**src/rtl/hr_alarm_monitor.sv**
```systemverilog
// Rhythm-alarm stage: classifies beats from the heart-rate estimator, debounces
// brady/tachy alarms over a run of beats, and watches for asystole (no peaks).
module hr_alarm_monitor #(
  parameter int unsigned CLK_FREQ      = 200,
  parameter int unsigned BRADY_BPM     = 50,
  parameter int unsigned TACHY_BPM     = 120,
  parameter int unsigned CONFIRM_BEATS = 3,
  parameter int unsigned WARMUP_BEATS  = 5,
  parameter int unsigned ASYSTOLE_SEC  = 3
) (
  input  logic        clk,
  input  logic        rst,
  input  logic        peak_detected,
  input  logic [31:0] bpm,
  output logic        alarm_brady,
  output logic        alarm_tachy,
  output logic        alarm_asystole,
  output logic        hr_valid,
  output logic        alarm_irq,
  output logic [31:0] last_bpm,
  output logic [2:0]  dbg_state
);

  localparam logic [31:0] ASYS_CYCLES = ASYSTOLE_SEC * CLK_FREQ;

  typedef enum logic [2:0] {
    ST_WARMUP   = 3'd0,
    ST_NORMAL   = 3'd1,
    ST_BRADY    = 3'd2,
    ST_TACHY    = 3'd3,
    ST_ASYSTOLE = 3'd4
  } state_e;

  state_e      state_q, state_d;
  state_e      streak_cls_q, streak_cls_d;
  state_e      cls;
  logic [31:0] warm_q, warm_d;
  logic [31:0] streak_cnt_q, streak_cnt_d;
  logic [31:0] idle_q, idle_d;
  logic [31:0] last_bpm_q, last_bpm_d;
  logic        irq_q, irq_d;
  logic        brady_q, tachy_q, asys_q, valid_q;
  logic        idle_expire;

  always_ff @(posedge clk or negedge rst) begin
    if (!rst) begin
      state_q      <= ST_WARMUP;
      streak_cls_q <= ST_NORMAL;
      warm_q       <= '0;
      streak_cnt_q <= '0;
      idle_q       <= '0;
      last_bpm_q   <= '0;
      irq_q        <= 1'b0;
      brady_q      <= 1'b0;
      tachy_q      <= 1'b0;
      asys_q       <= 1'b0;
      valid_q      <= 1'b0;
    end else begin
      state_q      <= state_d;
      streak_cls_q <= streak_cls_d;
      warm_q       <= warm_d;
      streak_cnt_q <= streak_cnt_d;
      idle_q       <= idle_d;
      last_bpm_q   <= last_bpm_d;
      irq_q        <= irq_d;
      brady_q      <= (state_d == ST_BRADY);
      tachy_q      <= (state_d == ST_TACHY);
      asys_q       <= (state_d == ST_ASYSTOLE);
      valid_q      <= (state_d == ST_NORMAL) || (state_d == ST_BRADY) ||
                      (state_d == ST_TACHY);
    end
  end

  always_comb begin
    state_d      = state_q;
    streak_cls_d = streak_cls_q;
    warm_d       = warm_q;
    streak_cnt_d = streak_cnt_q;
    idle_d       = idle_q;
    last_bpm_d   = last_bpm_q;
    cls          = ST_NORMAL;
    idle_expire  = 1'b0;

    // A peak always wins over the watchdog reaching its limit in the same cycle.
    if (peak_detected) begin
      idle_d = '0;
    end else if (idle_q < ASYS_CYCLES) begin
      idle_d      = idle_q + 32'd1;
      idle_expire = (idle_d == ASYS_CYCLES);
    end

    case (state_q)
      ST_WARMUP: begin
        if (peak_detected) begin
          warm_d = warm_q + 32'd1;
          if (warm_d >= WARMUP_BEATS) begin
            state_d      = ST_NORMAL;
            streak_cls_d = ST_NORMAL;
            streak_cnt_d = '0;
          end
        end
      end
      ST_NORMAL, ST_BRADY, ST_TACHY: begin
        // bpm of 0 means the estimator has not primed yet; the beat is dropped.
        if (peak_detected && (bpm != 32'd0)) begin
          if (bpm < BRADY_BPM)      cls = ST_BRADY;
          else if (bpm > TACHY_BPM) cls = ST_TACHY;
          else                      cls = ST_NORMAL;
          last_bpm_d = bpm;
          if (cls == streak_cls_q) begin
            if (streak_cnt_q < CONFIRM_BEATS) streak_cnt_d = streak_cnt_q + 32'd1;
          end else begin
            streak_cls_d = cls;
            streak_cnt_d = 32'd1;
          end
          if ((streak_cnt_d == CONFIRM_BEATS) && (cls != state_q)) state_d = cls;
        end
      end
      ST_ASYSTOLE: begin
        if (peak_detected) begin
          state_d      = ST_WARMUP;
          warm_d       = 32'd1;
          streak_cls_d = ST_NORMAL;
          streak_cnt_d = '0;
        end
      end
      default: state_d = ST_WARMUP;
    endcase

    if (idle_expire) state_d = ST_ASYSTOLE;

    irq_d = (state_d != state_q) &&
            ((state_d == ST_BRADY) || (state_d == ST_TACHY) || (state_d == ST_ASYSTOLE));
  end

  assign alarm_brady    = brady_q;
  assign alarm_tachy    = tachy_q;
  assign alarm_asystole = asys_q;
  assign hr_valid       = valid_q;
  assign alarm_irq      = irq_q;
  assign last_bpm       = last_bpm_q;
  assign dbg_state      = state_q;

endmodule

```
**config.mk**
```make
export PLATFORM = sky130hd
export DESIGN_NAME = hr_alarm_monitor
export DESIGN_NICKNAME = d
export VERILOG_FILES = /design/src/rtl/hr_alarm_monitor.sv
export SDC_FILE = /design/constraint.sdc
export NUM_CORES = 1
export LEC_CHECK = 0
export CAP_MARGIN = 5
export CORE_UTILIZATION = 59
export DETAILED_ROUTE_END_ITERATION = 16
export GPL_TIMING_DRIVEN = 0
export HOLD_SLACK_MARGIN = 0.1
export PLACE_DENSITY = 0.84
export SETUP_SLACK_MARGIN = 0.1
export SLEW_MARGIN = 20
export SYNTH_ARGS = -nofsm -noshare
export SYNTH_HDL_FRONTEND = slang
export SYNTH_SLANG_ARGS = --single-unit
```
**constraint.sdc**
```tcl
create_clock -name clk -period 5.8 [get_ports clk]
set_input_delay 0.58 -clock clk [delete_from_list [all_inputs] [get_ports clk]]
set_output_delay 0.58 -clock clk [all_outputs]
set_load 0.01 [all_outputs]
```
Word-level counts from Yosys, hierarchy flattened:

Cells that the tools add are included.

* input port bits: 35
* bits in registers: 139
* bits in latches: 0
* memories: 0
* bits in writable memories: 0
* ROM bits: 0

* muxes and demuxes: 33
* order comparisons: 5
* reductions and logical operators: 17
* $add $sub $neg: 3
* bitwise operators: 0
* shift-type cells: 0
* div/mod/pow operators: 0
* multipliers: 0
* equality and inequality tests: 18

Operator list (number)
* 32-bit 2-to-1 mux: 12
* 32-bit by 1-bit adder with 32-bit output, second input constant: 3
* 32-bit one-hot mux with 3 select lines: 1
* 32-bit one-hot mux with 2 select lines: 1
* 3-bit 2-to-1 mux: 13
* 32-bit by 10-bit == test with 1-bit output, second input constant: 1
* 32-bit by 2-bit == test with 1-bit output, second input constant: 1
* 32-bit by 3-bit >= comparator with 1-bit output, second input constant: 1
* 32-bit by 7-bit greater-than comparator with 1-bit output, second input constant: 1
* 32-bit by 10-bit < comparator with 1-bit output, second input constant: 1
* 32-bit by 2-bit < comparator with 1-bit output, second input constant: 1
* 32-bit by 6-bit < comparator with 1-bit output, second input constant: 1
* 32-bit nonzero test: 1
* 3-bit one-hot mux with 3 select lines: 2
* 3-bit by 2-bit == test with 1-bit output, second input constant: 4
* 2-bit inequality test, second input constant: 5
* 3-bit by 1-bit == test with 1-bit output, second input constant: 2
* 3-bit == test, second input constant: 2
* 3-bit inequality test: 2
* 6-bit AND reduction: 1
* 5-bit AND reduction: 1
* 1-bit logical OR: 4
* 2-bit 2-to-1 mux: 2
* 2-bit nonzero test: 2
* other kinds (8): 11

Logic depth before layout (Yosys ltp):

* depth after elaboration: 19
* depth in mapped cells: 13

Least setup slack after synthesis:

No wires, ideal clock.

* kind: reg2reg
* start: register warm_q[0]
* end: register streak_cls_q[0]
* arrival time: 2664 ps
* buffers on the path: 1
* setup slack: 3053 ps
* setup time: 82 ps
* cell stages (with the launch flop): 12
* path through: dfrtp_1 ha_1 nand3_1 nor2_1 clkbuf_1 a21oi_1 a311oi_1 o211ai_1 nor3_2 a21o_2 and2_4 mux2_4

* longest elaborated chain between the ends: 4

RTL lines
* start, declared: line 37 `logic [31:0] warm_q, warm_d;`
* start signal, assigned: line 61 `warm_q <= warm_d;`
* 32-bit by 1-bit adder with 32-bit output: line 95 `warm_d = warm_q + 32'd1;`
* 32-bit by 3-bit >= comparator with 1-bit output: line 96 `if (warm_d >= WARMUP_BEATS) begin`
* 2-bit inequality test (no line)
* 6-bit AND reduction (no line)
* end signal, assigned: line 60 `streak_cls_q <= streak_cls_d;`
* end, declared: line 35 `state_e streak_cls_q, streak_cls_d;`

No other way between the ends.
A chain may end at the register's enable or synchronous reset.

Worst setup path in the final report:

Same ends and word-level chain as after synthesis.

==> impl_table.tex <==
\begin{tabular}{lr}
\hline
Metric & Value \\
\hline
\multicolumn{2}{l}{\textbf{GRT}} \\
\quad Wire length of the first global-routing pass & between 20 and 30 mm \\
\quad Overall routing resource usage & 31.0\% \\
\quad Gr ovfl total & 0 \\
\quad Number of antenna violations at the first check in global routing & 0 \\
\quad Vias in the first global route & approximately 5700 \\
\quad Maximum number of pins on one net before global-route repair & 76 \\
\multicolumn{2}{l}{\textbf{Synth}} \\
\quad Number of flops mapped to enable cells by yosys & 0 \\
\quad Netlist area before placement & roughly 0.0067 mm2 \\
\quad Synthesized instance count & 646 \\
\quad Count of warnings emitted by yosys & 0 \\
\quad Synth cell types & 66 \\
\quad Fraction of the mapped netlist area in simple logic gates & 23.0\% \\
\quad Synthesis-stage register bit count & between 100 and 150 \\
\quad Top\_reg\_cell synth & dfrtp\_1 \\
\quad Share of synthesized flip-flops with an asynchronous set or reset & 100\% \\
\quad Xor/xnor share of the synthesized area & 1.96\% \\
\quad Post-Syn Nets & 686 \\
\quad Share of synthesized area spent on multiplexers & under 10\% \\
\quad Average size of a mapped cell & $\sim$10 um2 \\
\quad Share of synthesized cell area in full adder, half adder and majority cells & less than 1\% \\
\quad Compound-Gate Fraction of Synth Area & between 10\% and 20\% \\
\quad Combinational family with the most area after synthesis & simple AND/OR/NAND/NOR gates \\
\quad Sequential fraction of the synthesis area & roughly half \\
\multicolumn{2}{l}{\textbf{CTS}} \\
\quad Root buffer selected by CTS & clkbuf\_16 \\
\quad Total CTS buffers & 17 \\
\quad Number of buffers added to fix hold violations after cts & 0 \\
\quad TritonCTS clock tree & yes \\
\quad Deepest level of the CTS H-tree & 4 \\
\quad Clock transition at the register clock pins on the worst setup and hold paths after CTS & about 0.06 ns \\
\quad Count of instances resized after the clock tree is built & 0 \\
\quad Worst-skew pair later-pin latency & roughly 0.43 ns \\
\quad Number of sinks handled by clock tree synthesis & roughly 140 \\
\quad Number of buffers between clock root and the deepest sink & 2 \\
\quad Setup repair bufs after CTS & 0 \\
\multicolumn{2}{l}{\textbf{Floorplanning}} \\
\quad Boundary Pins & 75 \\
\quad Core Box Area & between 0.01 and 0.015 mm2 \\
\quad Die width & roughly 110 um \\
\quad Die height & 108 um \\
\quad Starting density of the core & about three fifths \\
\quad Full die area & $\sim$0.012 mm2 \\
\quad Total number of placement rows & 38 \\
\multicolumn{2}{l}{\textbf{Pwr}} \\
\quad IR drop worst, VDD & 0.370 mV \\
\quad Pwr per Cell Area & 391 mW/mm2 \\
\quad Post-layout power & 3.21 mW \\
\quad Leakage power & between 3 and 4 nW \\
\multicolumn{2}{l}{\textbf{Worst setup path}} \\
\quad WP data required & a little over 6 ns \\
\quad Startpoint kind of the worst setup timing path & flop \\
\quad Crit end category & flop \\
\quad Max FO, Critical Path & 10 \\
\quad CP Data Arrival Time & 4.03 ns \\
\quad Critical path start-end classification & flop to flop \\
\multicolumn{2}{l}{\textbf{STA}} \\
\quad Final count of pins violating max slew & 0 \\
\quad WHS & about 0.077 ns \\
\quad Final hold viol count & 0 \\
\quad Highest attainable clock frequency & about 270 MHz \\
\quad Accumulated negative setup slack & 0 ns \\
\quad Setup repair after global routing missed its margin & false \\
\quad Transition time at the pin with the least slew margin & 1.01 ns \\
\quad Relative slew slack & between 30\% and 40\% \\
\quad Share of the clock period used by the worst path after layout & 63.4\% \\
\quad Clock period minus final worst setup slack & roughly 3.7 ns \\
\quad Setup slack after layout & approximately 2.1 ns \\
\quad Count of final setup violators & 0 \\
\quad Largest clock skew in the final design & approximately 0.0064 ns \\
\multicolumn{2}{l}{\textbf{Cells and area}} \\
\quad Count of antenna diodes in the layout & 0 \\
\quad Fin nets & 780 \\
\quad Ratio of cells with drive above 1 in the final layout & between 10\% and 20\% \\
\quad Area growth from synthesis to layout & 22.8\% \\
\quad Leading cell types in the layout, fill and taps excluded & dfrtp\_1, clkdlybuf4s50\_1, o21ai\_0, nor2\_1, and3\_1 \\
\quad Filler instances & between 700 and 800 \\
\quad Leading cell type in the layout, fill and taps excluded & dfrtp\_1 \\
\multicolumn{2}{l}{\textbf{Drt}} \\
\quad Antenna-violating nets left & 0 \\
\quad Iteration-0 DRC Markers & slightly below 500 \\
\quad Routed Wire Length & roughly 17 mm \\
\quad Via density per instance & 6.28 \\
\quad Routed vias & roughly 5600 \\
\quad Final routed DRC violation total & 0 \\
\quad Drt pass-1 iters & 7 \\
\quad Drt wl/cell & around 19 um \\
\multicolumn{2}{l}{\textbf{Placed design}} \\
\quad Post-place setup slack & around 2.3 ns \\
\quad Hpwl dp & roughly 11 mm \\
\quad Total of buffers placed on input and output ports & 74 \\
\quad Routability congestion estimate from global placement & 0.898 \\
\multicolumn{2}{l}{\textbf{Flow run}} \\
\quad Max-Cap Viols & 0 \\
\multicolumn{2}{l}{\textbf{Run status}} \\
\quad Status & finished clean \\
\multicolumn{2}{l}{\textbf{Min path}} \\
\quad Worst hold path class & primary input to async pin \\
\hline
\end{tabular}
stage by stage:
stage          util, %  cells  area, um2
3_3_place_gp      69.6    860       7610
2_1_floorplan        -    646       6690
6_report          75.1    893       8220
5_1_grt           75.1    893       8220
3_5_place_dp      69.9    861       7640
4_1_cts           75.1    893       8220
registers in the layout, indices dropped and copies added, names as in the netlist:
name and flops:
alarm_tachy 1, alarm_irq 1, hr_valid 1, warm_q 32, streak_cls_q 2, alarm_asystole 1
dbg_state 3, last_bpm 32, alarm_brady 1, streak_cnt_q 32, idle_q 32
cells by family (layout without fill, tap and decap cells):
logic type      count (synthesis)  after routing
buf+inv                        44            151
fa+ha+maj                       5              5
mux                            41             41
simple gates                  268            268
compound gates                135            135
flops                         138            138
xor+xnor                       15             15
final cells by class:
type	instances	area (um2)	area share, %
Sequential cell	138	3450	42.0
Multi-Input combinational cell	464	3060	37.3
Timing Repair Buffer	75	773	9.41
Clock buffer	23	488	5.94
Tap cell	140	175	2.13
Buffer	38	151	1.84
Clock inverter	9	87.6	1.07
Inverter	6	22.5	0.274
cell usage after synthesis, types with 14 or more instances:
| library cell | number | share of area (%) |
|---|---|---|
| nand2_1 | 37 | 2.1 |
| nand4_1 | 25 | 2.3 |
| mux2_2 | 33 | 5.6 |
| o31ai_1 | 14 | 1.6 |
| nor2_1 | 48 | 2.7 |
| dfrtp_1 | 137 | 51 |
| o21ai_0 | 49 | 3.7 |
| a21oi_1 | 15 | 1.1 |
| and2_1 | 21 | 2.0 |
| clkbuf_1 | 31 | 1.7 |
| nor4_1 | 20 | 1.9 |
| nand3_1 | 21 | 1.6 |
| and3_1 | 38 | 3.6 |
worst max-delay path, cell delays in order (launching register included):
cell,delay (ns)
dfrtp_1,0.50
ha_1,0.36
nand3_1,0.32
nor2_1,0.37
clkbuf_1,0.41
a21oi_1,0.15
a311oi_1,0.28
o211ai_1,0.21
nor3_2,0.29
a21o_2,0.23
and2_4,0.17
mux2_4,0.29
power breakdown:
| part | leakage [nW] | total [mW] | internal (mW) | switching (mW) |
|---|---|---|---|---|
| registers | 1.84 | 1.22 | 1.11 | 0.104 |
| logic | 1.54 | 0.945 | 0.473 | 0.472 |
| clock network | 0.272 | 1.05 | 0.635 | 0.411 |
| total | 3.65 | 3.21 | 2.22 | 0.987 |
path summary, 6_finish.rpt:
kind                       startpoint               to  slack (ns)  cells past startpoint
setup / recovery            warm_q[0]  streak_cls_q[0]        2.13                     11
max in group asynchronous         rst     last_bpm[20]        5.02                      2
hold / removal                    rst        warm_q[8]        0.08                      1
hold reg to reg            idle_q[17]       idle_q[17]        0.49                      1
min in group clk           idle_q[17]       idle_q[17]        0.49                      1
setup reg to reg            warm_q[0]  streak_cls_q[0]        2.13                     11
layer usage:
| layer | global-route usage [%] | wire [um] | vias up | share of wire (%) |
|---|---|---|---|---|
| met1 | 37.4 | 6860 | 2753 | 41 |
| li1 | - | - | 2595 | - |
| met3 | 10.4 | 1290 | 40 | 7.7 |
| met5 | 0 | 0 | - | 0 |
| met4 | 12.9 | 415 | 0 | 2.5 |
| met2 | 50.6 | 8160 | 223 | 49 |
No activity file was read; power rests on OpenSTA's default activity.
